==> src/rtl/xor_share_arbiter.sv <==
// Round-robin arbiter sharing one XOR datapath among N requesters.
// The single result register is tagged with the requester index and held until consumed.
//
// state | meaning
// EMPTY | result register holds nothing; r_valid=0
// FULL  | result register holds an unconsumed result; r_valid=1
module xor_share_arbiter #(
  parameter int N  = 4,
  parameter int W  = 8,
  parameter int IW = $clog2(N)
) (
  input  logic            clk,
  input  logic            rst_n,
  input  logic [N-1:0]    req,
  input  logic [N*W-1:0]  a,
  input  logic [N*W-1:0]  b,
  output logic [N-1:0]    gnt,
  output logic            r_valid,
  output logic [W-1:0]    r_data,
  output logic [IW-1:0]   r_id,
  input  logic            r_ready
);

  typedef enum logic {EMPTY = 1'b0, FULL = 1'b1} state_t;

  state_t          state;
  logic [IW-1:0]   ptr;
  logic            acc;
  logic            win_found;
  logic [IW-1:0]   win_idx;
  logic [IW:0]     cand;
  logic            grant;
  logic [W-1:0]    xor_sel;
  logic [IW-1:0]   ptr_next;

  assign r_valid = (state == FULL);
  assign acc     = ~r_valid | r_ready;

  // Cyclic search starting at ptr; the extra index bit absorbs ptr+j before the wrap.
  always_comb begin
    win_found = 1'b0;
    win_idx   = '0;
    cand      = '0;
    for (int j = 0; j < N; j++) begin
      cand = {1'b0, ptr} + (IW+1)'(j);
      if (cand >= (IW+1)'(N))
        cand = cand - (IW+1)'(N);
      if (!win_found && req[cand[IW-1:0]]) begin
        win_found = 1'b1;
        win_idx   = cand[IW-1:0];
      end
    end
  end

  assign grant = rst_n & acc & win_found;

  always_comb begin
    gnt = '0;
    if (grant)
      gnt = N'(1) << win_idx;
  end

  always_comb begin
    xor_sel = '0;
    for (int i = 0; i < N; i++) begin
      if (IW'(i) == win_idx)
        xor_sel = a[i*W +: W] ^ b[i*W +: W];
    end
  end

  assign ptr_next = (win_idx == IW'(N-1)) ? '0 : win_idx + IW'(1);

  always_ff @(posedge clk) begin
    if (!rst_n) begin
      state  <= EMPTY;
      r_data <= '0;
      r_id   <= '0;
      ptr    <= '0;
    end else begin
      case (state)
        EMPTY: begin
          if (grant) begin
            state  <= FULL;
            r_data <= xor_sel;
            r_id   <= win_idx;
            ptr    <= ptr_next;
          end
        end
        FULL: begin
          // A drain and a new grant in the same cycle overwrite without a bubble.
          if (grant) begin
            r_data <= xor_sel;
            r_id   <= win_idx;
            ptr    <= ptr_next;
          end else if (r_ready) begin
            state <= EMPTY;
          end
        end
        default: state <= EMPTY;
      endcase
    end
  end

endmodule

==> config.mk <==
export PLATFORM = sky130hd
export DESIGN_NAME = xor_share_arbiter
export DESIGN_NICKNAME = d
export VERILOG_FILES = /design/src/rtl/xor_share_arbiter.sv
export SDC_FILE = /design/constraint.sdc
export NUM_CORES = 1
export LEC_CHECK = 0
export BUFFER_PORTS_ARGS = -buffer_cell sky130_fd_sc_hd__buf_2
export CORE_MARGIN = 4
export CORE_UTILIZATION = 35
export CTS_CLUSTER_SIZE = 24
export DETAILED_ROUTE_END_ITERATION = 16
export GPL_TIMING_DRIVEN = 1
export MAX_ROUTING_LAYER = met4
export PLACE_DENSITY = 0.76
export SYNTH_ARGS = -nofsm -noshare
export SYNTH_HDL_FRONTEND = slang
export SYNTH_SLANG_ARGS = --single-unit
==> constraint.sdc <==
create_clock -name clk -period 2.75 [get_ports clk]
set_clock_uncertainty 0.15 [all_clocks]
set_input_delay 0.6875 -clock clk [delete_from_list [all_inputs] [get_ports clk]]
set_output_delay 0.6875 -clock clk [all_outputs]
set_load 0.1 [all_outputs]
==> metrics.md, run 1 <==
| Metric | Value |
|---|---|
| Status | finished, violations left |
| Failing checks | negative setup slack |
| Synth area leaders | xor2_1, dfxtp_1, a222oi_1 |
| CTS hold repair buffers | 0 |
| Pwr dens | 530 nW/um^2 |
| Gr usage total | between 10% and 20% |
| Total grt overflow | 0 |
| Worst Setup End Kind | output port |
| CTS tree | built |
| RSZ-0062 raised after global routing | yes |
| CTS root buffer | clkbuf_4 |
| Least-Margin Pin Slew | 0.505 ns |
| Syn Std Cell Area | 1060 sq um |
| Crit Path Category | in2out |
| Maximum fanout along the worst path | 6 |
| Top_reg_cell synth | dfxtp_1 |
| Mean cell area of the mapped netlist | 8.56 sq um |
| Minimum clock period | 2.81 ns |
| WL/cell | 13.2 um |
| Maximum vdd drop | between 0.2 and 0.25 mV |
| Placer Congestion | 0.776 |
| Final-stage net count | between 300 and 400 |
| Cells after DPL | 249 |
| First-pass GRT wire length | 5580 um |
| Final Worst Setup Slack | -0.0582 ns |
| Area of the core | 2830 sq um |
| Synth async-reset ratio | 0% |
| Required @ worst endpoint | 1.91 ns |
| TritonCTS buffer count | 3 |
| # setup viols final | 4 |
| Share of the synthesized area in the top cell type | 26.4% |
| Final period utilization | 102% |
| Most frequent cell after synthesis | xor2_1 |
| Crit path largest cell delay | roughly 0.31 ns |
| Crit path DAT | between 1.5 and 2 ns |
| CP Launch Type | input pin |
| Die Wd | 63.1 um |
| Critical path origin | req[0] |
| Final instance area | 1830 sq um |
| Worst R2R Setup Slack | ~0.35 ns |
| Most frequent cells after synthesis | xor2_1, dfxtp_1, nand2_1, a31oi_1, o21ai_0 |
| Vias per cell | between 4 and 5 |
| FF+latch count, synth | 13 |
| Post-route insts no fill | 256 |
| F_max | between 300 and 400 MHz |
| Hold Crit Start | r_id[1] |
| Drt drc | 0 |
| Post-DRT Antenna Nets | 0 |
| Post-Synthesis Cells | 124 |
| Final WL | 3390 um |
| Port bufs | 85 |
| Vias in the first global route | approximately 1300 |
| H-tree level count | 1 |
| Synth warn | 0 |
| Clock latency on the worst-skew pair | 0.27 ns |
| Boundary Pins | 86 |
| Vias | 1276 |
| Reg clk slew, reported paths | 0.08 ns |
| Pin count of the biggest net entering global routing | 14 |
| Syn Nets | 199 |
| Die area | 3980 sq um |
| FILL cells | 261 |
| Crit path max-delay cell type | nor4_4 |
| EDFF count, synth | 0 |
| Starting Density | 37.5% |
| Post-DP HPWL | 2630 um |
| Final Hold Fails | 0 |
| Initial antenna violation count | 0 |
| CTS Sinks | 13 |
| Final setup TNS | -0.194 ns |
| Leading area contributor after synthesis | xor2_1 |
| Max_cap viols | 0 |
| Slew Viols, Final | 0 |
| Cell Chain, Critical Path | buf_6 > mux2i_4 > nor2_2 > nor4_4 > buf_4 > ha_4 > and2_4 > buf_12 |
| Clk buf depth | 2 |
| Die height | 63.1 um |
| Detailed Route Iter0 Violations | 71 |
| Hold/Removal Path Class | reg2reg |
| Netlist cell types | 29 |
| R2r startpoint | ptr[1] |
| Placed instance area | 1630 sq um |
| N_diodes | 0 |
| LEAKAGE | 0.000895 uW |
| Area grow syn2layout | 72.2% |
| Cell row count | 19 |
| Layout cell share with drive strength beyond 1 | 56.0% |
| Sequential fraction of the synthesis area | 24.5% |
| Initial DRT Pass Iterations | 4 |
| Max_slew headroom | about two thirds |
area by class of cell:
class                      instances  area [sq um]  share of cell area (%)
clock buffer                       4          26.3                    1.44
inverter                           3          11.3                   0.616
multi-input combinational        102           847                    46.4
sequential                        13           264                    14.5
tap                               31          38.8                    2.12
timing repair buffer             103           639                    35.0
repair_timing:
action                                  4_1_cts  5_1_grt
setup buffers                                 0        3
resized for setup                            23       13
endpoints found under the setup margin        4        9
pin swaps                                     5        4
cells by family (layout without fill, tap and decap cells):
kind of cell | Yosys count | after routing | synth area share (%)
AO/OA/AOI/OAI | 36 | 36 | 22.5
multiplexers | 2 | 2 | 1.89
XOR/XNOR | 32 | 32 | 26.4
adder cells (fa/ha/maj) | 4 | 4 | 4.72
AND/OR/NAND/NOR | 28 | 28 | 14.5
buffers and inverters | 9 | 110 | 5.42
flip-flops | 13 | 13 | 24.5
stage by stage:
| step | total power, uW | setup WS [ns] | utilization [%] | hold WS, ns |
|---|---|---|---|---|
| 4_1_cts | 928 | -0.0253 | 61.9 | 0.325 |
| 2_1_floorplan | 602 | -0.0631 | - | 0.342 |
| 3_5_place_dp | 771 | -0.202 | 57.8 | 0.305 |
| 5_1_grt | 1030 | -0.131 | 64.6 | 0.373 |
| 6_report | 969 | -0.0582 | 64.6 | 0.322 |
| 3_3_place_gp | 770 | -0.207 | 57.8 | 0.298 |
routing by layer:
layer	global-route usage (%)	share of wire (%)	vias to the layer above
li1	-	-	649
met1	20.4	41	561
met2	30.0	49	64
met3	4.09	9.0	2
met4	6.89	0.80	0
met5	-	0	-
critical path: cells and delay by family:
kind,cells,cell delay (ns)
simple gates,3,0.54
buf+inv,3,0.46
fa+ha+maj,1,0.14
mux,1,0.13
worst paths after layout:
path | end | cells after the start
min reg2reg | r_id[1] | 2
max | gnt[3] | 8
min | r_id[1] | 2
max reg2reg | r_data[4] | 10
power breakdown:
| part | switching, uW | leakage [uW] | internal [uW] |
|---|---|---|---|
| registers | 19.9 | 0.000108 | 216 |
| clock network | 64.5 | 0.0000150 | 56.2 |
| logic | 373 | 0.000772 | 240 |
flip-flops by register name, indices dropped and copies added (netlist names):
name,count
r_data,8
ptr,2
r_id,2
r_valid,1
placed cells by master, fill, tap and decap left out, types with 2 or more instances in the layout:
cell type,synthesis,routed
dfxtp_1,13,12
a31oi_1,8,8
and2_4,0,2
o21ai_1,3,3
buf_12,0,4
xor2_1,32,32
nand2b_1,2,2
a222oi_1,6,6
o21ai_0,7,7
buf_6,3,3
nand2_1,11,11
buf_2,1,78
a21oi_1,4,3
buf_4,0,18
and2_2,0,2
inv_1,3,2
ha_2,0,2
clkbuf_4,0,3
ha_4,0,2
a22oi_1,4,4
(Power assumes the default switching activity.)
==> inputs of run 2 (changes only) <==
Settings changed: CTS_BUF_LIST from default to sky130_fd_sc_hd__clkbuf_8, PLACE_DENSITY 0.76 to 0.73.
Clock period 2.75 ns to 2.95 ns, I/O delays scaled along.
==> metrics.md, run 2 (synthesis results as in run 1) <==
| Metric | Value |
|---|---|
| Die height | 63.1 um |
| Slew Viols, Final | 0 |
| TritonCTS buffer count | 3 |
| Hold-critical path depth | 2 |
| N_diodes | 0 |
| Crit Path Category | in2out |
| Final-stage net count | 303 |
| Pin count of the biggest net entering global routing | 23 |
| Post-DP HPWL | roughly 2700 um |
| Placed instance area | 1600 sq um |
| CTS root buffer | clkbuf_8 |
| Gr usage total | 17.8% |
| CTS tree | built |
| CTS Sinks | 13 |
| Cell row count | 19 |
| Reg2Reg Depth | 16 |
| Total grt overflow | 0 |
| Layout cell share with drive strength beyond 1 | 56.8% |
| F_max | 341 MHz |
| Boundary Pins | 86 |
| Detailed Route Iter0 Violations | 49 |
| Final WL | about 3600 um |
| Commonest non-fill, non-tap cell in the layout | buf_2 |
| LEAKAGE | 0.000930 uW |
| Starting Density | 37.5% |
| Clk buf depth | 2 |
| Placer Congestion | 0.835 |
| Largest register FFs | 8 |
| Max_cap viols | 0 |
| Area grow syn2layout | 77.0% |
| Minimum clock period | 2.93 ns |
| Final Worst Setup Slack | 0.0183 ns |
| Cell Chain, Critical Path | buf_8 > nand2b_4 > a21oi_4 > nor4_2 > buf_4 > ha_2 > and2_4 > buf_12 |
| Post-placement setup slack | -0.0854 ns |
| Area of the core | 2830 sq um |
| Vias in the first global route | 1258 |
| Regs by FF count | r_data (8), ptr (2), r_id (2) |
| CP Launch Type | input pin |
| Reg clk slew, reported paths | 0.06 ns |
| Most frequent cells in the layout | buf_2, xor2_1, buf_4 |
| FILL cells | 236 |
| Final instance area | 1880 sq um |
| Initial antenna violation count | 0 |
| Crit path DAT | slightly above 2 ns |
| Max_slew headroom | 58.6% |
| Pwr dens | 523 nW/um^2 |
| Vias per cell | 5.18 |
| Die area | about 4000 sq um |
| Clock latency on the worst-skew pair | 0.24 ns |
| RSZ-0062 raised after global routing | yes |
| First-pass GRT wire length | 5520 um |
| Drt drc | 0 |
| Final Hold Fails | 0 |
| Least-Margin Pin Slew | a little over 0.6 ns |
| Maximum vdd drop | 0.233 mV |
| Die Wd | between 60 and 70 um |
| Hold slack | between 0.3 and 0.4 ns |
| Worst Setup End Kind | output port |
| H-tree level count | 1 |
| Hold/Removal Path Class | reg2reg |
| Final period utilization | a little under 100% |
| Vias | 1337 |
| Initial DRT Pass Iterations | 6 |
| Status | finished, final reports clean |
| Maximum fanout along the worst path | 6 |
| Crit path max-delay cell type | nor4_2 |
| Required @ worst endpoint | 2.06 ns |
| WL/cell | about 14 um |
| Most flops, register | r_data |
| # setup viols final | 0 |
| Post-DRT Antenna Nets | 0 |
| Port bufs | between 80 and 90 |
| Utilization after layout | about two thirds |
| Crit path largest cell delay | 0.30 ns |
run 2: repair_timing:
action / in CTS / in global routing
setup endpoints to repair: 4 / 14
resized for setup: 6 / 29
setup buffers: 13 / 0
pin swaps: 3 / 4
hold buffers: 0 / 0
run 2: through the flow:
stage | cells | setup TNS, ns | power, uW
4_1_cts | 259 | 0 | 933
3_3_place_gp | 242 | -0.0244 | 712
6_report | 258 | 0 | 983
2_1_floorplan | 124 | -0.185 | 558
5_1_grt | 258 | -0.0827 | 1040
3_5_place_dp | 242 | -0.553 | 721
run 2: critical path: cells and delay by family:
kind | cells | cell delay (ns)
AND/OR/NAND/NOR | 3 | 0.59
buffers and inverters | 3 | 0.45
AO/OA/AOI/OAI | 1 | 0.07
adder cells (fa/ha/maj) | 1 | 0.18
run 2: metal layers:
layer	global-route usage (%)	up-vias	wire length [um]
li1	-	652	-
met1	20.4	596	1450
met2	28.7	75	1760
met3	4.26	14	294
met4	9.37	0	140
met5	-	-	0
run 2: power by group:
part	internal (uW)	switching (uW)	total [uW]
registers	200	22.9	223
clock network	92.0	67.8	160
logic	241	359	600
total	533	450	983
run 2: cell type report:
class / count / area (sq um) / area share (%)
Inverter: 3 / 13.8 / 0.733
Clock inverter: 1 / 3.75 / 0.200
Sequential cell: 13 / 262 / 13.9
Timing Repair Buffer: 105 / 658 / 35.0
Multi-Input combinational cell: 102 / 861 / 45.8
Clock buffer: 3 / 41.3 / 2.20
Tap cell: 31 / 38.8 / 2.07
run 2: path summary, 6_finish.rpt:
kind                start      end  slack [ns]
setup / recovery   req[1]   gnt[3]        0.02
hold / removal    r_id[1]  r_id[1]        0.31
setup reg to reg   ptr[1]   ptr[0]        0.17
hold reg to reg   r_id[1]  r_id[1]        0.31
==> inputs of run 3 (changes only) <==
Settings changed: CAP_MARGIN from default to 20, CELL_PAD_IN_SITES_DETAIL_PLACEMENT from default to 0, CELL_PAD_IN_SITES_GLOBAL_PLACEMENT from default to 1, CORE_UTILIZATION 35 to 27, PLACE_DENSITY 0.73 to 0.83.
==> metrics.md, run 3 (synthesis results as in run 1) <==
| Metric | Value |
|---|---|
| Die area | 5000 sq um |
| Most flops, register | r_data |
| Final setup TNS | 0 ns |
| CP Launch Type | input pin |
| Final WL | 3710 um |
| FILL cells | 367 |
| Maximum vdd drop | around 0.16 mV |
| Final period utilization | 98.0% |
| Drt drc | 0 |
| Slew Viols, Final | 0 |
| N_diodes | 0 |
| Layout cell share with drive strength beyond 1 | 57.8% |
| CTS Sinks | 13 |
| Starting Density | around 29% |
| Vias in the first global route | 1409 |
| Final Worst Setup Slack | 0.0597 ns |
| CTS root buffer | clkbuf_8 |
| Area of the core | roughly 3700 sq um |
| Post-DRT Antenna Nets | 0 |
| Gr usage total | 14.9% |
| Largest register FFs | 8 |
| First-pass GRT wire length | 5950 um |
| CTS hold repair buffers | 0 |
| Required @ worst endpoint | 2.06 ns |
| Clock latency on the worst-skew pair | 0.24 ns |
| Initial DRT Pass Iterations | 4 |
| Pwr dens | 513 nW/um^2 |
| Final-stage net count | 308 |
| CTS tree | built |
| Cell row count | 22 |
| Least-Margin Pin Slew | 0.676 ns |
| Area grow syn2layout | 82.8% |
| Most frequent cells in the layout | buf_2, xor2_1, buf_4 |
| Hold/Removal Path Class | reg2reg |
| H-tree level count | 1 |
| Max_cap viols | 0 |
| Total grt overflow | 0 |
| Minimum clock period | 2.89 ns |
| TritonCTS buffer count | 3 |
| Commonest non-fill, non-tap cell in the layout | buf_2 |
| LEAKAGE | ~0.00095 uW |
| Crit path DAT | 2.00 ns |
| Detailed Route Iter0 Violations | 40 |
| Die Wd | 70.7 um |
| Boundary Pins | 86 |
| F_max | 346 MHz |
| Vias | 1333 |
| Regs by FF count | r_data (8), ptr (2), r_id (2) |
| Die height | 70.7 um |
| Placer Congestion | 0.829 |
| # setup viols final | 0 |
| Initial antenna violation count | 0 |
| Final Hold Fails | 0 |
| Crit Path Category | in2out |
| Max_slew headroom | 54.8% |
| WL/cell | 13.3 um |
| Clk buf depth | 2 |
| Post-placement setup slack | -0.141 ns |
| Maximum fanout along the worst path | 5 |
| Post-DP HPWL | 2640 um |
| Pin count of the biggest net entering global routing | 22 |
| Reg clk slew, reported paths | 0.06 ns |
| Vias per cell | 4.76 |
| Status | finished, final reports clean |
| Port bufs | 85 |
| Worst Setup End Kind | output port |
run 3: changes by cell type in the layout (fill, tap and decap cells not counted), moves of 2 or more:
cell,change
ha_2,+2
buf_4,+4
ha_4,-2
buf_6,+2
run 3: power by group:
| part | switching (uW) | total [uW] | internal (uW) |
|---|---|---|---|
| clock network | 67.5 | 159 | 91.8 |
| logic | 360 | 612 | 252 |
| registers | 23.4 | 224 | 200 |
| total | 451 | 995 | 544 |
run 3: cell type report:
class                           instances  area (sq um)  area share, %
Sequential cell                        13           262           13.5
Multi-Input combinational cell        102           866           44.6
Clock buffer                            3          41.3           2.13
Clock inverter                          1          3.75          0.194
Timing Repair Buffer                  110           696           35.9
Tap cell                               48          60.1           3.10
Inverter                                3          11.3          0.581
run 3: path summary, 6_finish.rpt:
check	slack (ns)	startpoint	endpoint	cells after the start
max	0.06	req[2]	gnt[3]	7
min reg2reg	0.31	r_id[1]	r_id[1]	2
min	0.31	r_id[1]	r_id[1]	2
max reg2reg	0.15	ptr[1]	ptr[0]	16
run 3: per-stage QoR:
stage / utilization [%] / std cells / cell area, sq um / power [uW] / hold WS [ns]
6_report: 52.2 / 280 / 1940 / 995 / 0.315
5_1_grt: 52.2 / 280 / 1940 / 1060 / 0.351
4_1_cts: 48.9 / 281 / 1820 / 948 / 0.311
3_5_place_dp: 44.3 / 264 / 1650 / 731 / 0.303
3_3_place_gp: 44.3 / 264 / 1650 / 727 / 0.298
2_1_floorplan: - / 124 / 1070 / 558 / 0.342
run 3: metal layers:
metal	routed length, um	GRT usage [%]	share of wire (%)	vias up
met5	0	-	0	-
met4	53	4.59	1.4	0
met3	275	3.27	7.4	6
met2	2000	27.0	54	58
met1	1380	16.0	37	604
li1	-	-	-	665
run 3: worst max-delay path, cell delays in order:
cell and delay [ns]:
buf_6 0.11, nor4_4 0.36, nor4_4 0.07, buf_4 0.15, ha_1 0.20, and2_2 0.19, buf_12 0.16
run 3: repair_timing:
| item | 4_1_cts | 5_1_grt |
|---|---|---|
| cloned | 0 | 0 |
| endpoints found under the setup margin | 4 | 10 |
| resized for setup | 9 | 31 |
| setup buffers | 13 | 0 |
| pin swaps | 1 | 6 |
